$ cat config.mk
export PLATFORM = sky130hd
export DESIGN_NAME = hdmi_video_scheduler
export DESIGN_NICKNAME = d
export VERILOG_FILES = /design/src/rtl/hdmi_video_scheduler.sv
export SDC_FILE = /design/constraint.sdc
export NUM_CORES = 1
export LEC_CHECK = 0
export CAP_MARGIN = 20
export CORE_UTILIZATION = 30
export CTS_CLUSTER_SIZE = 16
export DETAILED_ROUTE_END_ITERATION = 16
export GPL_ROUTABILITY_DRIVEN = 1
export PLACE_DENSITY = 0.62
export SETUP_SLACK_MARGIN = 0.4
export SLEW_MARGIN = 15
export SYNTH_ARGS = -nofsm -noshare
export SYNTH_HDL_FRONTEND = slang
export SYNTH_SLANG_ARGS = --single-unit
$ cat constraint.sdc
create_clock -name clk -period 2.3 [get_ports clk]
set_input_delay 0.46 -clock clk [delete_from_list [all_inputs] [get_ports clk]]
set_output_delay 0.46 -clock clk [all_outputs]
set_load 0.02 [all_outputs]
$ cat src/rtl/hdmi_video_scheduler.sv
// Raster timing generator and TMDS period sequencer feeding three encoder channels.
// Define HDMI_VIDEO_PREAMBLE_EN to emit video preamble and guard band before each visible line.
module hdmi_video_scheduler #(
  parameter int H_ACTIVE  = 640,
  parameter int H_FP      = 16,
  parameter int H_SYNC    = 96,
  parameter int H_BP      = 48,
  parameter int V_ACTIVE  = 480,
  parameter int V_FP      = 10,
  parameter int V_SYNC    = 2,
  parameter int V_BP      = 33,
  parameter bit HSYNC_POL = 1'b0,
  parameter bit VSYNC_POL = 1'b0
) (
  input  logic        clk,
  input  logic        rst_n,
  input  logic [23:0] pix_in,
  output logic        pix_req,
  output logic [10:0] x,
  output logic [9:0]  y,
  output logic        frame_start,
  output logic [7:0]  enc_data0,
  output logic [7:0]  enc_data1,
  output logic [7:0]  enc_data2,
  output logic [1:0]  enc_ctrl0,
  output logic [1:0]  enc_ctrl1,
  output logic [1:0]  enc_ctrl2,
  output logic        enc_active,
  output logic        guard
);

  localparam int H_TOTAL = H_ACTIVE + H_FP + H_SYNC + H_BP;
  localparam int V_TOTAL = V_ACTIVE + V_FP + V_SYNC + V_BP;

  localparam logic [10:0] H_ACT      = 11'(H_ACTIVE);
  localparam logic [10:0] H_LAST     = 11'(H_TOTAL - 1);
  localparam logic [10:0] H_SYNC_BEG = 11'(H_ACTIVE + H_FP);
  localparam logic [10:0] H_SYNC_END = 11'(H_ACTIVE + H_FP + H_SYNC);
  localparam logic [9:0]  V_ACT      = 10'(V_ACTIVE);
  localparam logic [9:0]  V_LAST     = 10'(V_TOTAL - 1);
  localparam logic [9:0]  V_SYNC_BEG = 10'(V_ACTIVE + V_FP);
  localparam logic [9:0]  V_SYNC_END = 10'(V_ACTIVE + V_FP + V_SYNC);

`ifdef HDMI_VIDEO_PREAMBLE_EN
  localparam logic [10:0] H_PRE_BEG  = 11'(H_TOTAL - 10);
  localparam logic [10:0] H_GRD_BEG  = 11'(H_TOTAL - 2);

  if (H_BP < 10) begin : g_hbp_check
    $error("H_BP must be at least 10 when the video preamble is enabled");
  end
`endif

  typedef enum logic [1:0] {P_CTRL, P_PRE, P_GUARD, P_VIDEO} period_t;

  // Control-symbol pair for channel 0 with sync polarity applied.
  function automatic logic [1:0] sync_lvl(input logic vs, input logic hs);
    return {vs ^ ~VSYNC_POL, hs ^ ~HSYNC_POL};
  endfunction

  logic [10:0] h_cnt_p0;
  logic [9:0]  v_cnt_p0;
  logic        vis_p0, hsync_p0, vsync_p0;
  period_t     state_nx, state_p1;
  logic        vld_p1, fs_p1, hsync_p1, vsync_p1;
  logic [10:0] x_p1;
  logic [9:0]  y_p1;
  logic        active_nx, guard_nx;
  logic [1:0]  ctrl0_nx, ctrl1_nx, ctrl2_nx;
  logic [23:0] data_nx;
  logic        vld_p2, guard_p2;
  logic [1:0]  ctrl0_p2, ctrl1_p2, ctrl2_p2;
  logic [23:0] data_p2;

  // p0: raster counters
  always_ff @(posedge clk) begin
    if (!rst_n) begin
      h_cnt_p0 <= '0;
      v_cnt_p0 <= '0;
    end else if (h_cnt_p0 == H_LAST) begin
      h_cnt_p0 <= '0;
      v_cnt_p0 <= (v_cnt_p0 == V_LAST) ? '0 : v_cnt_p0 + 10'd1;
    end else begin
      h_cnt_p0 <= h_cnt_p0 + 11'd1;
    end
  end

  assign vis_p0   = (h_cnt_p0 < H_ACT) && (v_cnt_p0 < V_ACT);
  assign hsync_p0 = (h_cnt_p0 >= H_SYNC_BEG) && (h_cnt_p0 < H_SYNC_END);
  assign vsync_p0 = (v_cnt_p0 >= V_SYNC_BEG) && (v_cnt_p0 < V_SYNC_END);

`ifdef HDMI_VIDEO_PREAMBLE_EN
  logic [9:0] v_next_p0;
  assign v_next_p0 = (v_cnt_p0 == V_LAST) ? '0 : v_cnt_p0 + 10'd1;
`endif

  always_comb begin
    state_nx = P_CTRL;
    if (vis_p0) begin
      state_nx = P_VIDEO;
`ifdef HDMI_VIDEO_PREAMBLE_EN
    end else if ((v_next_p0 < V_ACT) && (h_cnt_p0 >= H_PRE_BEG)) begin
      state_nx = (h_cnt_p0 >= H_GRD_BEG) ? P_GUARD : P_PRE;
`endif
    end
  end

  // p1: pixel request, coordinates, period state
  always_ff @(posedge clk) begin
    if (!rst_n) begin
      state_p1 <= P_CTRL;
      vld_p1   <= 1'b0;
      fs_p1    <= 1'b0;
      hsync_p1 <= 1'b0;
      vsync_p1 <= 1'b0;
      x_p1     <= '0;
      y_p1     <= '0;
    end else begin
      state_p1 <= state_nx;
      vld_p1   <= vis_p0;
      fs_p1    <= (h_cnt_p0 == '0) && (v_cnt_p0 == '0);
      hsync_p1 <= hsync_p0;
      vsync_p1 <= vsync_p0;
      x_p1     <= vis_p0 ? h_cnt_p0 : '0;
      y_p1     <= vis_p0 ? v_cnt_p0 : '0;
    end
  end

  always_comb begin
    active_nx = 1'b0;
    guard_nx  = 1'b0;
    ctrl0_nx  = sync_lvl(vsync_p1, hsync_p1);
    ctrl1_nx  = 2'b00;
    ctrl2_nx  = 2'b00;
    data_nx   = '0;
    unique case (state_p1)
      P_VIDEO: begin
        active_nx = 1'b1;
        ctrl0_nx  = 2'b00;
        data_nx   = pix_in;
      end
`ifdef HDMI_VIDEO_PREAMBLE_EN
      P_PRE:   ctrl1_nx = 2'b01;
      P_GUARD: guard_nx = 1'b1;
`endif
      default: ;
    endcase
  end

  // p2: encoder-facing registers
  always_ff @(posedge clk) begin
    if (!rst_n) begin
      vld_p2   <= 1'b0;
      guard_p2 <= 1'b0;
      ctrl0_p2 <= sync_lvl(1'b0, 1'b0);
      ctrl1_p2 <= 2'b00;
      ctrl2_p2 <= 2'b00;
      data_p2  <= '0;
    end else begin
      vld_p2   <= active_nx;
      guard_p2 <= guard_nx;
      ctrl0_p2 <= ctrl0_nx;
      ctrl1_p2 <= ctrl1_nx;
      ctrl2_p2 <= ctrl2_nx;
      data_p2  <= data_nx;
    end
  end

  assign pix_req     = vld_p1;
  assign x           = x_p1;
  assign y           = y_p1;
  assign frame_start = fs_p1;
  assign enc_active  = vld_p2;
  assign guard       = guard_p2;
  assign enc_ctrl0   = ctrl0_p2;
  assign enc_ctrl1   = ctrl1_p2;
  assign enc_ctrl2   = ctrl2_p2;
  assign enc_data2   = data_p2[23:16];
  assign enc_data1   = data_p2[15:8];
  assign enc_data0   = data_p2[7:0];

endmodule

==> results by stage, run 1 <==
Job:
- Across the run, the number of max-cap violations was 0.

Clock tree:
- The clock net in this run drives a total of 73 sinks.
- After clock tree synthesis, the clock-pin slew on the worst setup and hold paths is 0.08 ns.
- The tree is rooted in a sky130_fd_sc_hd__clkbuf_8.
- The CTS tree is built.
- Buffers inserted during clock tree synthesis total 9.
- The maximum count of clock buffers along a single path is 2.
- The clock reaches the later pin of the worst-skew pair after 0.34 ns.
- The H-tree was split into 3 levels.
- The number of hold-repair buffers added at the cts stage is 0.

Critical path:
- The cell type group with the largest total delay on the critical path is simple AND/OR/NAND/NOR gates.
- The worst-path cell with the longest stage delay is sky130_fd_sc_hd__or4b_1.
- The type of origin of the critical path is a flop.
- The sum of buffers and inverters on the critical path is 0.
- The largest fanout on the critical path is 9.
- The most common cell type on the critical path is sky130_fd_sc_hd__or3_4.
- The critical path is of the reg2reg type.
- STA classifies the critical path endpoint as a flop.
- At the worst endpoint, the required time is 2.58 ns.
- At the worst endpoint, the arrival time is 2.13 ns.
- Traced cell by cell, the critical path runs through or3_4 -> or3_4 -> or4b_1 -> a21oi_1.
- The biggest cell delay along the critical path is 0.47 ns.

Min path:
- The tightest min-delay check is of the reg2reg type.

Drt:
- Dividing the detail-routed via count by the number of cells gives 4.502.
- For this block, the via count after detailed routing is 1990.
- The first detailed-routing pass took 4 iterations.
- The number of violations reported at the end of detailed-routing iteration 0 is 104.
- The number of routed nets with antenna violations is 0.
- The final layout contains routed wiring with a total length of 5.458 mm.
- The final routed wire length divided by cell count is 12.35 um.
- The number of remaining DRC errors is 0.

Yosys:
- The average instance area after synthesis is 10.06 um^2.
- The primary flip-flop cell chosen by synthesis mapping is sky130_fd_sc_hd__dfxtp_1.
- In the synthesized netlist the async set-or-reset flop fraction comes to 0.
- In this run, distinct cell masters in the synthesized netlist total 31.
- The leading cell type by number of instances after synthesis is sky130_fd_sc_hd__dfxtp_1.
- Of the post-synthesis cell area, the dominant cell type holds 0.5808.
- sky130_fd_sc_hd__dfxtp_1 takes more of the synthesized area than any other cell.
- In the synthesized netlist, the number of instances is 250.
- The sequential element share of the synthesized area is 0.5808.
- The total standard cell area after synthesis is 2516 um^2.
- During synthesis, Yosys emitted a total of 0 warnings.
- The synthesized design contains 73 register bits.
- In the post-synthesis netlist, the biggest area contributors are sky130_fd_sc_hd__dfxtp_1 (58%), sky130_fd_sc_hd__and3_1 (7.5%), sky130_fd_sc_hd__and2_1 (5.0%).
- In this run, synthesis inferred 0 flip-flops with an integrated enable.
- The commonest cells after synthesis are sky130_fd_sc_hd__dfxtp_1 (73), sky130_fd_sc_hd__and3_1 (30), sky130_fd_sc_hd__and2_1 (20), sky130_fd_sc_hd__nor2_1 (20), sky130_fd_sc_hd__nand3_1 (11).

Floorplan:
- The area of the die is 8757 um^2.
- The core outline area is 8175 um^2.
- The die height is 93.58 um.
- Row generation in the floorplan step produced 33 rows.
- The width of the die is 93.58 um.
- The number of primary I/O pins is 81.
- For this configuration, the core starts out at a cell density of 0.3078.

STA:
- The post-route setup TNS is 0 ns.
- Timing would allow up to 539.7 MHz.
- The final critical-path share of the clock period is 0.8056.
- In the post-route analysis, the smallest setup slack over all paths is 0.4471 ns.
- Setup repair after global routing left no endpoint under its margin.
- Clock skew on the completed layout was measured at 0.01053 ns.
- Setup violations remaining at the end of the flow were counted as 0.
- The number of hold-slack violations in the final timing report is 0.
- The final-report max-slew violation count is 0.
- For the finished layout, the period the worst path requires is 1.853 ns.

Layout:
- The core occupancy in the finished layout is 0.4397.
- From synthesis to final layout, the design area changed by 42.86%.
- Of the cells placed in the final design, the portion with a size suffix greater than 1 is 0.1068.
- The count of inserted antenna diode cells is 0.
- The summed area of non-filler cells in the final layout is 3595 um^2.
- The net count of the finished layout is 363.

Placement:
- The count of input and output buffers is 75.
- The area of placed instances is 3353 um^2.
- Summed over all nets, the half-perimeter wirelength after detailed placement is 3.752 mm.
- The final estimated routing congestion in global placement is 0.7988.
- The setup slack after placement is 0.1823 ns.

Pwr:
- Dividing total power by cell area gives a power density of 647.1 nW/um^2.
- Internal power comes to 1.776 mW.
- The power dissipated by switching net loads is 0.5502 mW.
- For this design the static power due to leakage is 1.419 nW.
- The share of total power dissipated in sequential elements is 0.563.
- Of the total power, the clock network draws 0.354.
- The part of the power in combinational logic is 0.083.
- Of the total power, the share spent switching nets is 0.2366.
- Across the VDD grid, the largest voltage drop is 0.0002150 V.
- The total chip power is 2.326 mW.

Global routing:
- The wire length of the first global-routing pass is 8.431 mm.
- Entering global routing, the biggest net connects 33 pins.
- The global-route usage over all layers is 0.1260.
- The number of antenna violations at the first check in global routing came to 0.
- The via count of the first global-routing pass is 1872.
- The global route total overflow is 0.

Status:
- The run finished with clean final reports.
## placed cells by master, fill, tap and decap left out, types with 7 or more instances in the layout
cell	synthesis	layout
sky130_fd_sc_hd__conb_1	1	7
sky130_fd_sc_hd__and3_1	30	30
sky130_fd_sc_hd__inv_1	8	8
sky130_fd_sc_hd__o21ai_0	8	8
sky130_fd_sc_hd__xnor2_1	9	9
sky130_fd_sc_hd__clkbuf_8	0	9
sky130_fd_sc_hd__nand3_1	11	11
sky130_fd_sc_hd__nor2_1	20	20
sky130_fd_sc_hd__clkdlybuf4s50_1	0	75
sky130_fd_sc_hd__and2_1	20	20
sky130_fd_sc_hd__buf_4	5	8
sky130_fd_sc_hd__dfxtp_1	73	67
## sequential cells by signal, indices dropped and copies added, names as in the netlist
name / flops
data_p2: 24
enc_active: 1
enc_ctrl0: 2
frame_start: 1
h_cnt_p0: 11
hsync_p1: 1
state_p1: 1
v_cnt_p0: 10
vsync_p1: 1
x: 11
y: 10
## power by group through the flow
stage | clock network, mW | logic (mW) | registers (mW)
floorplan | 0 | 0.0555 | 1.37
global placement | 0 | 0.193 | 1.34
detailed placement | 0 | 0.193 | 1.34
CTS | 0.857 | 0.194 | 1.31
global route | 0.912 | 0.209 | 1.31
finish | 0.823 | 0.193 | 1.31
## final timing paths
check | from | to | slack [ns] | depth (start not counted)
worst max-delay path | h_cnt_p0[5]$_SDFF_PP0_ | v_cnt_p0[8]$_SDFFE_PN0N_ | 0.45 | 4
worst min-delay path | vsync_p1$_SDFF_PN0_ | enc_ctrl0[1]$_SDFF_PN1_ | 0.41 | 1
worst max register to register | h_cnt_p0[5]$_SDFF_PP0_ | v_cnt_p0[8]$_SDFFE_PN0N_ | 0.45 | 4
worst min register to register | vsync_p1$_SDFF_PN0_ | enc_ctrl0[1]$_SDFF_PN1_ | 0.41 | 1
## final cells by class
type | count | area (um^2)
fill | 793 | 4581
sequential | 73 | 1476
multi-input combinational | 158 | 985.9
timing repair buffer | 83 | 810.8
tap | 105 | 131.4
clock buffer | 9 | 123.9
clock inverter | 6 | 36.28
inverter | 8 | 30.03
## cell families (layout without fill, tap and decap cells)
family | count (synthesis) | in the layout | synth area share
and+or+nand+nor | 117 | 118 | 0.2655
buffers and inverters | 26 | 106 | 0.05321
other | 1 | 7 | 0.001490
adders and majority gates | 4 | 4 | 0.01989
DFF | 73 | 73 | 0.5808
AOI/OAI and AO/OA | 17 | 17 | 0.03729
xor gates and xnor gates | 12 | 12 | 0.04177
## per-stage QoR
stage | instances | hold WS [ns]
floorplan | 256 | 0.3882
global route | 442 | 0.4420
finish | 442 | 0.4084
global placement | 422 | 0.3965
detailed placement | 422 | 0.3959
CTS | 438 | 0.4116
## routing by layer
layer / share of wire / track usage / up-vias
met2: 0.46 / 0.2089 / 78
met5: 0 / 0 / -
met1: 0.44 / 0.1412 / 905
met3: 0.076 / 0.04878 / 8
met4: 0.019 / 0.06026 / 0
li1: - / - / 999
## what timing repair did
action / CTS / global route
gates cloned: 0 / 1
gates resized for setup: 4 / 10
endpoints found under the setup margin: 9 / 4
setup buffers: 1 / 3
pin swaps: 1 / 2
Note: power is estimated with default switching activity, not from simulation.
==> inputs of run 2 (changes only) <==
- PLACE_DENSITY: 0.62 -> 0.64
- clock period: 2.3 -> 1.68 ns (I/O delays scaled with it)
==> results by stage, run 2 (synthesis gave the netlist of run 1 again) <==
Clock tree:
- The sink count of the clock tree is 73.
- The clock transition at the registers of the reported paths is 0.07 ns.
- The CTS root buffer is sky130_fd_sc_hd__clkbuf_8.
- The later-pin clock latency in the skew report is 0.33 ns.
- The number of hold-repair buffers added at the cts stage is 0.
- The count of H-tree levels built during CTS is 3.
- In this run, CTS created clock tree buffers numbering 9.
- The maximum count of clock buffers along a single path is 2.
- TritonCTS built the clock tree.

Drt:
- In the routed layout, each cell is associated on average with a via count of 4.477.
- The number of iterations in the first detailed-routing pass is 4.
- The final routed wire length divided by cell count is 12.64 um.
- The detail route stage leaves a number of antenna-violating nets equal to 0.
- In the routed design, unresolved DRC markers number 0.
- The number of violations reported at the end of detailed-routing iteration 0 is 77.
- The total number of vias is 2104.
- The final layout contains routed wiring with a total length of 5.943 mm.

Global routing:
- The via count of the first global-routing pass is 2037.
- The wire length of the first global-routing pass is 9.287 mm.
- In the global route stage, met2 resource usage came out at 0.2414.
- Entering global routing, the biggest net connects 28 pins.
- The global-route usage over all layers is 0.1379.
- The met3 usage is 0.03252.
- The global route total overflow is 0.
- The number of antenna violations at the first check in global routing is 0.
- For met1 alone, demand over resource in global routing was 0.1570.
- The busiest layer in global routing is met2.

Pwr:
- Summed over all cells, the static leakage comes to 1.625 nW.
- The worst supply voltage drop on vdd is 0.0002810 V.
- After layout, the design draws a total of 3.213 mW.
- The power per unit of standard cell area is 821.0 nW/um^2.

Status:
- The final reports fail on negative setup slack.
- The flow ran to the end, but the final reports show violations.

Layout:
- The area growth from synthesis to layout is 55.54%.
- With fillers left out, the area of the finished cells amounts to 3914 um^2.
- The flip-flop count of the largest register, all copies and words added is 24.
- The fraction of final layout cells sized beyond drive strength 1 is 0.3616.
- The repair_antennas step left the layout with diodes totalling 0.
- The register name with the most flops is data_p2.
- Leaving out fill and tap cells, the most frequent cells in the layout are sky130_fd_sc_hd__dfxtp_1 (66), sky130_fd_sc_hd__clkdlybuf4s15_2 (37), sky130_fd_sc_hd__buf_4 (32).
- At the end of the flow the core is filled with cells to 0.4787.
- Leaving out fill and tap cells, the most frequent cell in the layout is sky130_fd_sc_hd__dfxtp_1.
- For this run, the number of standard cells in the final layout without fillers is 470.
- For this run, the post-layout net count is 390.

STA:
- Across the routed clock network, the largest skew measured is 0.007637 ns.
- On the final layout, the worst hold slack is 0.4036 ns.
- The final period demand of the worst path is 1.752 ns.
- Setup repair after global routing could not meet its margin everywhere.
- The final-report max-slew violation count is 0.
- For the final routed database, the setup TNS stands at -0.2987 ns.
- The number of hold-slack violations in the final timing report is 0.
- The post-layout worst setup margin is -0.07201 ns.
- Of the available clock period, the critical path in the final layout requires 1.043.
- The count of endpoints failing setup in the final report is 8.
- Static timing analysis puts the maximum clock frequency at 570.8 MHz.

Critical path:
- At the worst endpoint, the required time is 1.95 ns.
- The type of origin of the critical path is a flop.
- The worst setup path is captured at a flop.
- The type of the worst setup path is reg2reg.
- The data arrival time of the worst path is 2.02 ns.
- Of all nets on the critical path, the largest fanout is 6.

Floorplan:
- In this run the standard cell core region covers 8175 um^2.
- For this configuration, the core starts out at a cell density of 0.3078.
- The area of the die is 8757 um^2.
- The initialized floorplan defines 33 standard-cell rows.
- The die is 93.58 um tall.
- The number of primary I/O pins is 81.
- The width of the die is 93.58 um.

Placement:
- Summed over all nets, the half-perimeter wirelength after detailed placement is 4.116 mm.
- The cell total after placement is 446.
- Before CTS, the worst setup slack after placement is -0.09576 ns.
- Routability-driven placement finished with a final weighted congestion of 0.8287.
- In this run the tool buffered the top-level ports with 75 buffer cells.
- The area of placed instances is 3555 um^2.

Min path:
- The class of the most critical hold timing path is reg2reg.

Job:
- Across the run, the number of max-cap violations was 0.
## run 2: changes by cell type in the layout (fill, tap and decap cells not counted), sizes merged
| cell | change |
|---|---|
| clkbuf | +2 |
| clkdlybuf4s15 | +37 |
| buf | +41 |
| clkdlybuf4s50 | -50 |
| clkinvlp | -1 |
| or3 | -1 |
## run 2: routing by layer
metal	up-vias	routed length, um
met5	-	0
met4	0	74
met3	10	368
met2	73	2844
met1	966	2655
li1	1055	-
## run 2: where the power goes
| group | internal, mW | total, mW | leakage [nW] | switching, mW |
|---|---|---|---|---|
| clock | 0.534 | 1.14 | 0.0870 | 0.603 |
| sequential | 1.77 | 1.79 | 0.598 | 0.0154 |
| combinational | 0.145 | 0.287 | 0.940 | 0.142 |
## run 2: worst max-delay path, cell delays in order, from the launching register on
cell                      delay (ns)
sky130_fd_sc_hd__dfxtp_2        0.32
sky130_fd_sc_hd__or3_4          0.38
sky130_fd_sc_hd__or3_4          0.38
sky130_fd_sc_hd__or4b_4         0.50
sky130_fd_sc_hd__a21oi_2        0.12
## run 2: cell type report
class,count,area [um^2]
Clock buffer,11,131.4
Clock inverter,5,32.53
Fill cell,755,4262
Inverter,8,30.03
Multi-Input combinational cell,157,1104
Sequential cell,73,1470
Tap cell,105,131.4
Timing Repair Buffer,111,1015
## run 2: what timing repair did
| action | in CTS | in global routing |
|---|---|---|
| cloned | 2 | 0 |
| endpoints found under the setup margin | 87 | 51 |
| hold endpoints to repair | 0 | 0 |
| pin swaps | 3 | 6 |
| gates resized for setup | 162 | 42 |
| setup buffers | 2 | 4 |
## run 2: worst paths after layout
kind	from	endpoint	slack, ns	depth (start not counted)
hold reg to reg	vsync_p1$_SDFF_PN0_	enc_ctrl0[1]$_SDFF_PN1_	0.40	1
setup reg to reg	h_cnt_p0[7]$_SDFF_PP0_	v_cnt_p0[8]$_SDFFE_PN0N_	-0.07	4
setup / recovery	h_cnt_p0[7]$_SDFF_PP0_	v_cnt_p0[8]$_SDFFE_PN0N_	-0.07	4
hold / removal	vsync_p1$_SDFF_PN0_	enc_ctrl0[1]$_SDFF_PN1_	0.40	1
==> inputs of run 3 (changes only) <==
- PLACE_DENSITY: 0.64 -> 0.62
- clock period: 1.68 -> 1.9 ns (I/O delays scaled with it)
==> results by stage, run 3 (synthesis gave the netlist of run 1 again) <==
Status:
- The flow ran to the end, and the final reports show no timing, DRC or antenna violations.

Critical path:
- The critical path is of the reg2reg type.
- For the worst setup path, the data required time is 2.18 ns.
- The largest fanout on the critical path is 3.
- The launch instance of the worst register-to-register path is h_cnt_p0[7]$_SDFF_PP0_.
- The worst flop-to-flop path endpoint is v_cnt_p0[8]$_SDFFE_PN0N_.
- The flop-to-flop setup slack is 0.14 ns.
- The length in cells of the worst reg-to-reg path is 4.
- The type of origin of the critical path is a flop.
- The kind of capture point of the worst setup path is a flop.
- STA puts the critical path data arrival time at 2.04 ns.

Global routing:
- For this run the aggregate overflow at the end of global routing stands at 0.
- The number of antenna violations at the first check in global routing was 0.
- The wire length of the first global-routing pass is 9.949 mm.
- The maximum number of pins on one net before global-route repair is 33.
- Across every metal layer, demand over resource in global routing totals 0.1475.
- The via count of the first global-routing pass came to 2076.

STA:
- The maximum clock skew at final layout is 0.01065 ns.
- Setup violations remaining at the end of the flow were counted as 0.
- The routed design could run at a clock period as short as 1.762 ns.
- Final hold analysis gives a worst-case slack of 0.4162 ns.
- Based on the critical path, the design can be clocked at up to 567.5 MHz.
- The number of hold-slack violations in the final timing report was 0.
- The final critical-path share of the clock period is 0.9274.
- The post-route setup TNS is 0 ns.
- Setup repair after global routing could not meet its margin everywhere.
- The final-report max-slew violation count was 0.
- The post-layout worst setup margin is 0.1380 ns.

Clock tree:
- The count of H-tree levels built during CTS is 3.
- The maximum count of clock buffers along a single path is 2.
- The CTS root buffer is sky130_fd_sc_hd__clkbuf_8.
- TritonCTS built the clock tree.
- Buffers inserted during clock tree synthesis total 9.
- In this run, post-CTS hold repair placed 0 buffers.
- The sink count of the clock tree is 73.
- The later-pin clock latency in the skew report is 0.34 ns.
- The clock transition at the registers of the reported paths is 0.08 ns.

Floorplan:
- The floorplan step set the die width to 93.58 um.
- For this configuration, the core starts out at a cell density of 0.3078.
- The area of the die is 8757 um^2.
- The number of primary I/O pins is 81.
- The core outline area is 8175 um^2.
- In this run the core area contains 33 standard-cell rows.
- In this run the vertical extent of the chip is 93.58 um.

Placement:
- The area of placed instances is 3510 um^2.
- Timing analysis after detailed placement gives a worst setup slack of 0.1017 ns.
- The cell total after placement is 440.
- The detailed-placement wirelength estimate is 4.188 mm.
- At the end of routability-driven placement, the weighted congestion stood at 0.7692.
- The count of input and output buffers is 75.

Pwr:
- The cell leakage power is 1.722 nW.
- The total chip power is 3.048 mW.
- The worst supply voltage drop on vdd is 0.0002779 V.
- The power per unit of standard cell area is 803.7 nW/um^2.

Drt:
- The number of remaining DRC errors is 0.
- The number of iterations in the first detailed-routing pass is 4.
- Wires add up to 6.005 mm.
- The final routed wire length divided by cell count is 13.03 um.
- The first routing iteration left 106 violations.
- Dividing the detail-routed via count by the number of cells gives 4.553.
- The number of routed nets with antenna violations is 0.
- Summing over every cut layer, the via total after detailed routing is 2099.

Layout:
- In the layout the commonest cells are sky130_fd_sc_hd__dfxtp_1 (70), sky130_fd_sc_hd__dlygate4sd2_1 (50), sky130_fd_sc_hd__and3_1 (30).
- 0 antenna diodes ended up in the layout.
- Counting flops per register, the top entry is data_p2.
- The register with the most flip-flops in the layout has 24 of them.
- The final net count is 381.
- The core occupancy in the finished layout is 0.4639.
- After the flow finishes, the layout carries non-filler instances totaling 461.
- The most common cell after layout, fill and taps aside is sky130_fd_sc_hd__dfxtp_1.
- The layout filler cell count is 765.
- The area growth from synthesis to layout is 50.72%.
- In the final layout, the share of cells above drive strength 1 is 0.1770.
- The summed area of non-filler cells in the final layout is 3792 um^2.

Job:
- Across the run, the number of max-cap violations was 0.

Min path:
- The cell depth of the worst hold path is 1.
- The worst hold endpoint is enc_ctrl0[1]$_SDFF_PN1_.
- The path class of the tightest hold or removal check is reg2reg.
- In this run the most critical hold path is launched from vsync_p1$_SDFF_PN0_.
## run 3: what timing repair did
| item | CTS | global route |
|---|---|---|
| setup buffers | 5 | 0 |
| setup endpoints to repair | 68 | 18 |
| pin swaps | 4 | 4 |
| gates cloned | 0 | 0 |
| gates resized for setup | 63 | 13 |
## run 3: worst max path at each step
stage,from,endpoint,cells after the start
floorplan,h_cnt_p0[5]$_SDFF_PP0_,v_cnt_p0[8]$_SDFFE_PN0N_,6
global placement,h_cnt_p0[7]$_SDFF_PP0_,v_cnt_p0[5]$_SDFFE_PN0N_,5
detailed placement,h_cnt_p0[7]$_SDFF_PP0_,v_cnt_p0[8]$_SDFFE_PN0N_,4
CTS,h_cnt_p0[7]$_SDFF_PP0_,v_cnt_p0[8]$_SDFFE_PN0N_,4
global route,h_cnt_p0[7]$_SDFF_PP0_,v_cnt_p0[8]$_SDFFE_PN0N_,4
finish,h_cnt_p0[7]$_SDFF_PP0_,v_cnt_p0[8]$_SDFFE_PN0N_,4
## run 3: layout make-up
type	instances	area [um^2]	area share
Timing Repair Buffer	102	909.6	0.2399
Clock buffer	11	141.4	0.03728
Clock inverter	5	62.56	0.01650
Tap cell	105	131.4	0.03464
Multi-Input combinational cell	157	1052	0.2775
Inverter	8	30.03	0.007918
Sequential cell	73	1465	0.3863
## run 3: routing by layer
metal,part of all wire,track usage,vias to the layer above,wire length [um]
met5,0,0,-,0
met3,0.072,0.04309,9,433
met2,0.47,0.2433,77,2830
met1,0.44,0.1776,978,2661
li1,-,-,1035,-
met4,0.013,0.06410,0,80
## run 3: worst max-delay path, cell delays in order (launching register included)
cell and delay [ns]:
sky130_fd_sc_hd__dfxtp_2 0.32, sky130_fd_sc_hd__or3_4 0.37, sky130_fd_sc_hd__or3_4 0.36, sky130_fd_sc_hd__or4b_1 0.51
sky130_fd_sc_hd__a21oi_2 0.13
## run 3: power by group
part	internal (mW)	switching [mW]	total (mW)
Sequential	1.57	0.0133	1.58
Clock	0.652	0.581	1.23
Combinational	0.113	0.121	0.234
